$ cat src/rtl/bus_arbiter_pkg.sv
// rtl/bus_arbiter_pkg.sv - shared types, constants and helpers for the bus arbiter
// Contents: arbiter state encoding, clog2 helper, default sizing constants.
package bus_arbiter_pkg;

  typedef enum logic [1:0] {
    ST_IDLE       = 2'd0,
    ST_WAIT_BEGIN = 2'd1,
    ST_IN_TRANS   = 2'd2,
    ST_ABORT      = 2'd3
  } arb_state_e;

  localparam int DEFAULT_NR_MASTERS     = 4;
  localparam int DEFAULT_TIMEOUT_CYCLES = 256;

  // Number of bits needed to hold values 0..value-1 (value >= 2).
  function automatic int clog2(input int value);
    int result;
    result = 0;
    for (int i = 0; i < 31; i++) begin
      if ((1 << i) < value) begin
        result = i + 1;
      end
    end
    return result;
  endfunction

endpackage

$ cat src/rtl/rr_priority_select.sv
// rtl/rr_priority_select.sv - combinational round-robin winner selection
// Ports:
//   request     in  NR_MASTERS  request vector
//   last_grant  in  ID_W        index of the previous winner
//   grant       out NR_MASTERS  one-hot winner (zero when no request)
//   grant_idx   out ID_W        index of the winner
//   grant_valid out 1           at least one request present
module rr_priority_select
  import bus_arbiter_pkg::*;
#(
  parameter int NR_MASTERS = DEFAULT_NR_MASTERS,
  parameter int ID_W       = clog2(NR_MASTERS)
) (
  input  logic [NR_MASTERS-1:0] request,
  input  logic [ID_W-1:0]       last_grant,
  output logic [NR_MASTERS-1:0] grant,
  output logic [ID_W-1:0]       grant_idx,
  output logic                  grant_valid
);

  logic [ID_W-1:0] cand;

  // Walk the offsets from farthest to nearest so the nearest requester
  // after last_grant is the final (winning) assignment.
  always_comb begin
    grant       = '0;
    grant_idx   = '0;
    grant_valid = 1'b0;
    cand        = '0;
    for (int k = NR_MASTERS; k >= 1; k--) begin
      cand = ID_W'((int'(last_grant) + k) % NR_MASTERS);
      if (request[cand]) begin
        grant       = '0;
        grant[cand] = 1'b1;
        grant_idx   = cand;
        grant_valid = 1'b1;
      end
    end
  end

endmodule

$ cat src/rtl/bus_arbiter.sv
// rtl/bus_arbiter.sv - round-robin bus arbiter with transaction watchdog
// Ports:
//   clock, reset          system clock, synchronous active-high reset
//   requestBus            per-master request
//   busGrant              registered one-hot grant
//   beginTransactionIn    OR of masters' begin strobes
//   endTransactionIn      OR of masters' end strobes
//   dataValidIn           OR of masters' data-valid strobes
//   busyIn                slave busy
//   busErrorOut           one-cycle pulse on watchdog abort
//   endTransactionOut     one-cycle pulse on watchdog abort
//   grantedId             index of current or last grant
//   busIdle               arbiter idle
module bus_arbiter
  import bus_arbiter_pkg::*;
#(
  parameter int NR_MASTERS     = DEFAULT_NR_MASTERS,
  parameter int TIMEOUT_CYCLES = DEFAULT_TIMEOUT_CYCLES,
  localparam int ID_W          = clog2(NR_MASTERS),
  localparam int CNT_W         = clog2(TIMEOUT_CYCLES)
) (
  input  logic                  clock,
  input  logic                  reset,
  input  logic [NR_MASTERS-1:0] requestBus,
  output logic [NR_MASTERS-1:0] busGrant,
  input  logic                  beginTransactionIn,
  input  logic                  endTransactionIn,
  input  logic                  dataValidIn,
  input  logic                  busyIn,
  output logic                  busErrorOut,
  output logic                  endTransactionOut,
  output logic [ID_W-1:0]       grantedId,
  output logic                  busIdle
);

  localparam logic [CNT_W-1:0] WDOG_RELOAD = CNT_W'(TIMEOUT_CYCLES - 1);
  localparam logic [ID_W-1:0]  LAST_RESET  = ID_W'(NR_MASTERS - 1);

  arb_state_e state, next_state;

  logic [ID_W-1:0]       last_grant;
  logic [CNT_W-1:0]      wdog;
  logic [NR_MASTERS-1:0] sel_grant;
  logic [ID_W-1:0]       sel_idx;
  logic                  sel_valid;
  logic                  timeout;
  logic                  granted_req;

  rr_priority_select #(
    .NR_MASTERS (NR_MASTERS),
    .ID_W       (ID_W)
  ) u_select (
    .request     (requestBus),
    .last_grant  (last_grant),
    .grant       (sel_grant),
    .grant_idx   (sel_idx),
    .grant_valid (sel_valid)
  );

  assign timeout     = (wdog == '0);
  assign granted_req = requestBus[grantedId];
  assign busIdle     = (state == ST_IDLE);

  // Event priority inside each state follows the if/else order:
  // begin > request drop > timeout, and end > timeout.
  always_comb begin
    next_state = state;
    case (state)
      ST_IDLE: begin
        if (sel_valid) next_state = ST_WAIT_BEGIN;
      end
      ST_WAIT_BEGIN: begin
        if (beginTransactionIn)  next_state = ST_IN_TRANS;
        else if (!granted_req)   next_state = ST_IDLE;
        else if (timeout)        next_state = ST_ABORT;
      end
      ST_IN_TRANS: begin
        if (endTransactionIn)    next_state = ST_IDLE;
        else if (timeout)        next_state = ST_ABORT;
      end
      ST_ABORT: begin
        next_state = ST_IDLE;
      end
      default: begin
        next_state = ST_IDLE;
      end
    endcase
  end

  always_ff @(posedge clock) begin
    if (reset) begin
      state             <= ST_IDLE;
      busGrant          <= '0;
      busErrorOut       <= 1'b0;
      endTransactionOut <= 1'b0;
      grantedId         <= '0;
      last_grant        <= LAST_RESET;
      wdog              <= WDOG_RELOAD;
    end else begin
      state             <= next_state;
      busErrorOut       <= (next_state == ST_ABORT);
      endTransactionOut <= (next_state == ST_ABORT);

      if (state == ST_IDLE && next_state == ST_WAIT_BEGIN) begin
        busGrant   <= sel_grant;
        last_grant <= sel_idx;
        grantedId  <= sel_idx;
      end else if (next_state == ST_IDLE || next_state == ST_ABORT) begin
        busGrant <= '0;
      end

      // Any bus activity or state change restarts the watchdog; otherwise
      // it counts down and parks at zero.
      if (next_state != state || dataValidIn || busyIn) begin
        wdog <= WDOG_RELOAD;
      end else if (wdog != '0) begin
        wdog <= wdog - CNT_W'(1);
      end
    end
  end

endmodule

$ cat config.mk
export PLATFORM = sky130hd
export DESIGN_NAME = bus_arbiter
export DESIGN_NICKNAME = d
export VERILOG_FILES = /design/src/rtl/bus_arbiter_pkg.sv /design/src/rtl/rr_priority_select.sv /design/src/rtl/bus_arbiter.sv
export SDC_FILE = /design/constraint.sdc
export NUM_CORES = 1
export LEC_CHECK = 0
export ABC_AREA = 1
export CORE_ASPECT_RATIO = 1.1
export CORE_MARGIN = 2
export CORE_UTILIZATION = 54
export DETAILED_ROUTE_END_ITERATION = 12
export HOLD_SLACK_MARGIN = 0.03
export PLACE_DENSITY = 0.79
export SLEW_MARGIN = 20
export SYNTH_ARGS = -nofsm -noshare
export SYNTH_HDL_FRONTEND = slang
export SYNTH_SLANG_ARGS = --single-unit
export TNS_END_PERCENT = 10
$ cat constraint.sdc
create_clock -name clock -period 2.1 [get_ports clock]
set_input_delay 0.21 -clock clock [delete_from_list [all_inputs] [get_ports clock]]
set_output_delay 0.21 -clock clock [all_outputs]
set_load 0.005 [all_outputs]
==> results.sh, run 1 <==
export IMPL_status="completed"
export IMPL_synth_cell_types=27
export IMPL_max_cap_viol_count=0
export IMPL_drc=0
export IMPL_finalCritPeriodShare_pct=95.0
export IMPL_fin_area_mm2=0.00182
export IMPL_core_mm2=0.00250
export IMPL_start_util_pct=56.3
export IMPL_routed_wl_um=3410
export IMPL_fill_cells=211
export IMPL_multi_input_area_um2=956
export IMPL_io_buffers=18
export IMPL_cts_hold_repair_buffers=0
export IMPL_ios=19
export IMPL_rsz0062_at_grt="yes"
export IMPL_fin_nets=272
export IMPL_finalHoldViolCount=0
export IMPL_layout_commonest_cell="nand2_1"
export IMPL_pre_cts_slack_ns=-0.122
export IMPL_worstPathArrival_ns=2.23
export IMPL_die_height_um=57.5
export IMPL_worstHoldPathType="reg -> reg"
export IMPL_dieArea_mm2=0.00303
export IMPL_antenna_found_initial=0
export IMPL_yosysSeqAreaShare_pct=27.1
export IMPL_total_power_mw=1.51
export IMPL_areaGrowthSynthToFinish_pct=29.3
export IMPL_final_util_pct=72.8
export IMPL_grt_pass1_wl_um=5660
export IMPL_final_min_clock_period_ns=1.99
export IMPL_cp_required_ns=2.34
export IMPL_fin_skew_ns=0.00478
export IMPL_ys_warn_count=0
export IMPL_clk_latency_ns=0.30
export IMPL_ys_seq_elements=19
export IMPL_power_density_mw_per_mm2=832
export IMPL_final_seq_area_um2=380
export IMPL_cts_tree="yes"
export IMPL_syn_cell_area_mm2=0.00141
export IMPL_std_cell_rows=19
export IMPL_path_clk_slew_ns=0.10
export IMPL_syn_area_per_cell_um2=6.66
export IMPL_die_w_um=52.6
export IMPL_layout_common_cells="49 x nand2_1, 22 x inv_1, 21 x nor2_1"
export IMPL_cts_buffers=3
export IMPL_syn_nets=233
export IMPL_leakage_nw=0.842
export IMPL_placed_area_mm2=0.00174
export IMPL_gp_congestion=0.779
export IMPL_first_global_vias=1385
export IMPL_slew_headroom_pct=74.4
export IMPL_tightest_slew_ns=0.384
export IMPL_final_setup_worst_slack_ns=0.106
export IMPL_diodes=0
export IMPL_cts_sinks=19
export IMPL_vias_per_cell=5.30
export IMPL_layout_drive_gt1_share_pct=19.3
export IMPL_dp_hpwl_um=2560
export IMPL_critPathKind="reg -> reg"
export IMPL_clockBufferDepth=2
export IMPL_vias=1484
export IMPL_cp_start_kind="flop"
export IMPL_dpl_cell_count=275
export IMPL_gr_total_overflow=0
export IMPL_htree_num_levels=1
export IMPL_setup_viol=0
export IMPL_fmax_ghz=0.501
export IMPL_grt_usage_pct=24.4
export IMPL_drt_iter0_markers=29
export IMPL_root_buffer="clkbuf_4"
export IMPL_syn_instance_count=211
export IMPL_drv_slew=0
export IMPL_grt_start_max_net_pins=12
export IMPL_critPathCaptureType="flop"
export IMPL_stdcell_count=280
export IMPL_path_max_fanout=10
export IMPL_antenna_left=0
export IMPL_peakVddDrop_mv=0.613
export IMPL_wl_per_cell_um=12.2
export IMPL_firstDrtPassIters=4
where the power goes:
group	internal (mW)	switching (mW)	total (mW)	leakage, nW
Clock	0.0742	0.112	0.187	0.0150
Sequential	0.404	0.0354	0.440	0.155
Combinational	0.374	0.511	0.886	0.672
metrics by stage:
step / setup TNS (ns) / hold slack [ns]
after global placement: -0.104 / 0.452
final: 0 / 0.468
after floorplan: 0 / 0.306
after CTS: 0 / 0.469
after global routing: -0.0882 / 0.485
after detailed placement: -0.567 / 0.455
layout make-up:
class	count	share of cell area [%]
repair buffers	36	17.4
inverters	26	5.51
well taps	31	2.13
clock buffers	4	1.45
flip-flops and latches	19	20.9
multi-input cells	164	52.6
metal layers:
metal	wire [um]	track usage, %	vias to the layer above
met4	76	11.4	0
met3	72	1.83	7
met5	0	0	-
met1	1550	29.0	683
li1	-	-	766
met2	1710	43.4	28
cells in the mapped netlist:
cell type	n	area share, %
xor2_1	1	0.62
xnor2_1	2	1.2
and2_4	1	0.62
nand2_4	1	0.80
nand3_2	3	2.1
nand3_1	13	4.6
or2_0	4	1.8
nand2_1	50	13
o21bai_1	1	0.53
a21oi_1	16	5.7
dfxtp_1	19	27
a21oi_2	2	1.2
buf_4	1	0.53
o21ai_2	1	0.62
inv_2	3	0.80
o21ai_0	9	3.2
nand3b_1	1	0.53
nand2_2	6	2.7
ha_1	12	11
inv_1	22	5.9
nand4_1	10	4.5
clkbuf_1	1	0.27
nor2_4	2	1.6
nor3_1	3	1.1
nor2_1	24	6.4
inv_4	1	0.45
o211ai_1	2	1.1
sequential cells by signal (all words and copies together) (netlist names):
register           count
wdog                   8
busGrant               4
last_grant             2
grantedId              2
state                  2
endTransactionOut      1
worst paths after layout:
| check | startpoint | end | depth (start not counted) | slack [ns] |
|---|---|---|---|---|
| min reg2reg | busGrant[2] | busGrant[2] | 2 | 0.47 |
| max | wdog[0] | grantedId[0] | 14 | 0.11 |
| max reg2reg | wdog[0] | grantedId[0] | 14 | 0.11 |
| min | busGrant[2] | busGrant[2] | 2 | 0.47 |
critical path, stage by stage (launching register included):
cell and delay (ns):
dfxtp_1 0.36, inv_1 0.06, ha_1 0.20, nand2_1 0.10
nor2_4 0.06, o21ai_0 0.14, nand2_1 0.07, nand2_1 0.05
inv_1 0.06, nor2_2 0.17, ha_4 0.20, nand2_4 0.10
a21oi_2 0.13, nand2_1 0.08, a21oi_2 0.14
cells by family (layout without fill, tap and decap cells):
kind of cell             count (synthesis)  after routing  synth area share, %
flip-flops                              19             19                 27.1
buffers and inverters                   28             66                 7.93
AND/OR/NAND/NOR                        118            118                 40.1
adder cells (fa/ha/maj)                 12             12                 10.7
AO/OA/AOI/OAI                           31             31                 12.4
XOR/XNOR                                 3              3                 1.87
what timing repair did:
action / CTS / global route
setup buffers: 0 / 1
endpoints found under the setup margin: 2 / 8
resized for setup: 2 / 8
Note: power is estimated with default switching activity, not from simulation.
==> run 2, diff against run 1 <==
--- a/config.mk
+++ b/config.mk
@@ -7,7 +7,7 @@
 export LEC_CHECK = 0
 export ABC_AREA = 1
 export CORE_ASPECT_RATIO = 1.1
-export CORE_MARGIN = 2
+export CORE_MARGIN = 5
 export CORE_UTILIZATION = 54
 export DETAILED_ROUTE_END_ITERATION = 12
 export HOLD_SLACK_MARGIN = 0.03
==> constraint.sdc (replaced) <==
create_clock -name clock -period 2.1 [get_ports clock]
set_input_delay 0.525 -clock clock [delete_from_list [all_inputs] [get_ports clock]]
set_output_delay 0.525 -clock clock [all_outputs]
set_load 0.005 [all_outputs]
==> results.sh, run 2 (synthesis results as in run 1) <==
export IMPL_status="completed"
export IMPL_setup_viol=0
export IMPL_dieArea_mm2=0.00372
export IMPL_top_regs="wdog: 8 flops, busGrant: 4 flops"
export IMPL_start_util_pct=56.3
export IMPL_cts_tree="yes"
export IMPL_drc=0
export IMPL_critPathKind="in -> reg"
export IMPL_worstHoldPathType="reg -> reg"
export IMPL_final_setup_worst_slack_ns=0.100
export IMPL_r2r_start="wdog[0]"
export IMPL_areaGrowthSynthToFinish_pct=30.1
export IMPL_layout_commonest_cell="nand2_1"
export IMPL_top_register="wdog"
export IMPL_layout_common_cells="48 x nand2_1, 20 x inv_1, 19 x nor2_1, 19 x dfxtp_1, 18 x clkdlybuf4s50_1"
export IMPL_min_path_cells=2
export IMPL_gr_total_overflow=0
export IMPL_antenna_found_initial=0
export IMPL_cp_startpoint="requestBus[3]"
export IMPL_path_max_fanout=4
export IMPL_finalHoldViolCount=0
export IMPL_core_mm2=0.00250
export IMPL_drt_iter0_markers=58
export IMPL_critPathCaptureType="flop"
export IMPL_ff2ff_path_depth=14
export IMPL_fin_nets=270
export IMPL_dp_hpwl_um=2700
export IMPL_drv_slew=0
export IMPL_cp_required_ns=2.33
export IMPL_grt_pass1_wl_um=6000
export IMPL_wl_per_cell_um=12.1
export IMPL_gp_congestion=0.883
export IMPL_die_height_um=63.5
export IMPL_cts_sinks=19
export IMPL_peakVddDrop_mv=0.698
export IMPL_fmax_ghz=0.500
export IMPL_slew_headroom_pct=72.6
export IMPL_vias_per_cell=5.22
export IMPL_final_min_clock_period_ns=2.00
export IMPL_first_global_vias=1396
export IMPL_max_cap_viol_count=0
export IMPL_htree_num_levels=1
export IMPL_cts_post_setup_buffers_inserted=0
export IMPL_io_buffers=18
export IMPL_grt_usage_pct=19.8
export IMPL_worstPathArrival_ns=2.23
export IMPL_leakage_nw=0.836
export IMPL_layout_drive_gt1_share_pct=22.3
export IMPL_fin_tns_setup_ns=0
export IMPL_tightest_slew_ns=0.408
export IMPL_root_buffer="clkbuf_4"
export IMPL_die_w_um=58.6
export IMPL_min_from="busGrant[2]"
export IMPL_finalCritPeriodShare_pct=95.2
export IMPL_fill_cells=204
export IMPL_std_cell_rows=19
export IMPL_cp_start_kind="input pin"
export IMPL_routed_wl_um=3370
export IMPL_fin_skew_ns=0.0117
export IMPL_grt_start_max_net_pins=12
export IMPL_cts_hold_repair_buffers=0
export IMPL_firstDrtPassIters=4
export IMPL_cts_buffers=3
export IMPL_clk_latency_ns=0.29
export IMPL_power_density_mw_per_mm2=828
export IMPL_antenna_left=0
export IMPL_pre_cts_slack_ns=-0.405
export IMPL_vias=1450
export IMPL_path_clk_slew_ns=0.11
export IMPL_largest_reg_flops=8
export IMPL_clockBufferDepth=2
export IMPL_diodes=0
export IMPL_rsz0062_at_grt="yes"
export IMPL_ios=19
## run 2: changes by cell type in the layout (fill, tap and decap cells not counted), moves of 2 or more
cell / previous run / this run
a21oi_1: 14 / 12
a21oi_2: 3 / 6
buf_4: 18 / 16
inv_1: 22 / 20
inv_2: 3 / 5
nor2_1: 21 / 19
nor2_4: 2 / 4
o21ai_0: 9 / 7
## run 2: repair_timing
action | in CTS | in global routing
resized for setup | 6 | 16
hold endpoints to repair | 0 | 0
cloned | 0 | 0
pin swaps | 1 | 3
endpoints found under the setup margin | 8 | 9
## run 2: final cells by class
cell class	count	area, um^2	share of cell area (%)
inverters	26	100	5.48
flip-flops and latches	19	380	20.8
repair buffers	34	300	16.4
multi-input cells	164	982	53.7
well taps	31	38.8	2.12
clock buffers	4	26.3	1.44
## run 2: layer usage
layer / global-route usage [%] / routed length (um) / vias to the layer above
li1: - / - / 761
met1: 23.5 / 1450 / 661
met2: 36.2 / 1800 / 24
met3: 0.816 / 71 / 4
met4: 7.65 / 49 / 0
met5: 0 / 0 / -
## run 2: where the power goes
part	switching (mW)	internal, mW
combinational	0.512	0.380
clock	0.105	0.0736
sequential	0.0381	0.404
## run 2: critical path: stages
cell and delay, ns:
clkdlybuf4s50_1 0.45, inv_1 0.05, nand2_1 0.05, nand3_1 0.09, nand2_2 0.09, o21ai_1 0.06
nand2_1 0.06, nand2_1 0.05, inv_2 0.08, nor2_4 0.04, ha_4 0.25, a21oi_2 0.09
buf_4 0.13, nand2_1 0.06, a21oi_2 0.13
## run 2: path summary, 6_finish.rpt
kind	endpoint	slack, ns
hold reg to reg	busGrant[2]	0.46
setup / recovery	busGrant[3]	0.10
hold / removal	busGrant[2]	0.46
setup reg to reg	busGrant[3]	0.19
## run 2: stage by stage
step                      util [%]  hold WS, ns  cell area, um^2  instances  total power [mW]
final                         73.2        0.464             1830        278              1.51
after floorplan                  -        0.460             1410        211             0.999
after global placement        69.4        0.452             1730        274              1.25
after CTS                     71.2        0.470             1780        278              1.46
after global routing          73.2        0.505             1830        278              1.66
after detailed placement      69.4        0.455             1730        274              1.27
==> run 3, diff against run 2 <==
--- a/config.mk
+++ b/config.mk
@@ -10,7 +10,7 @@
 export CORE_MARGIN = 5
 export CORE_UTILIZATION = 54
 export DETAILED_ROUTE_END_ITERATION = 12
-export HOLD_SLACK_MARGIN = 0.03
+export HOLD_SLACK_MARGIN = 0.12
 export PLACE_DENSITY = 0.79
 export SLEW_MARGIN = 20
 export SYNTH_ARGS = -nofsm -noshare
==> results of run 3 <==
Same layout as run 2: the final DEF is identical, and so are final timing and power.
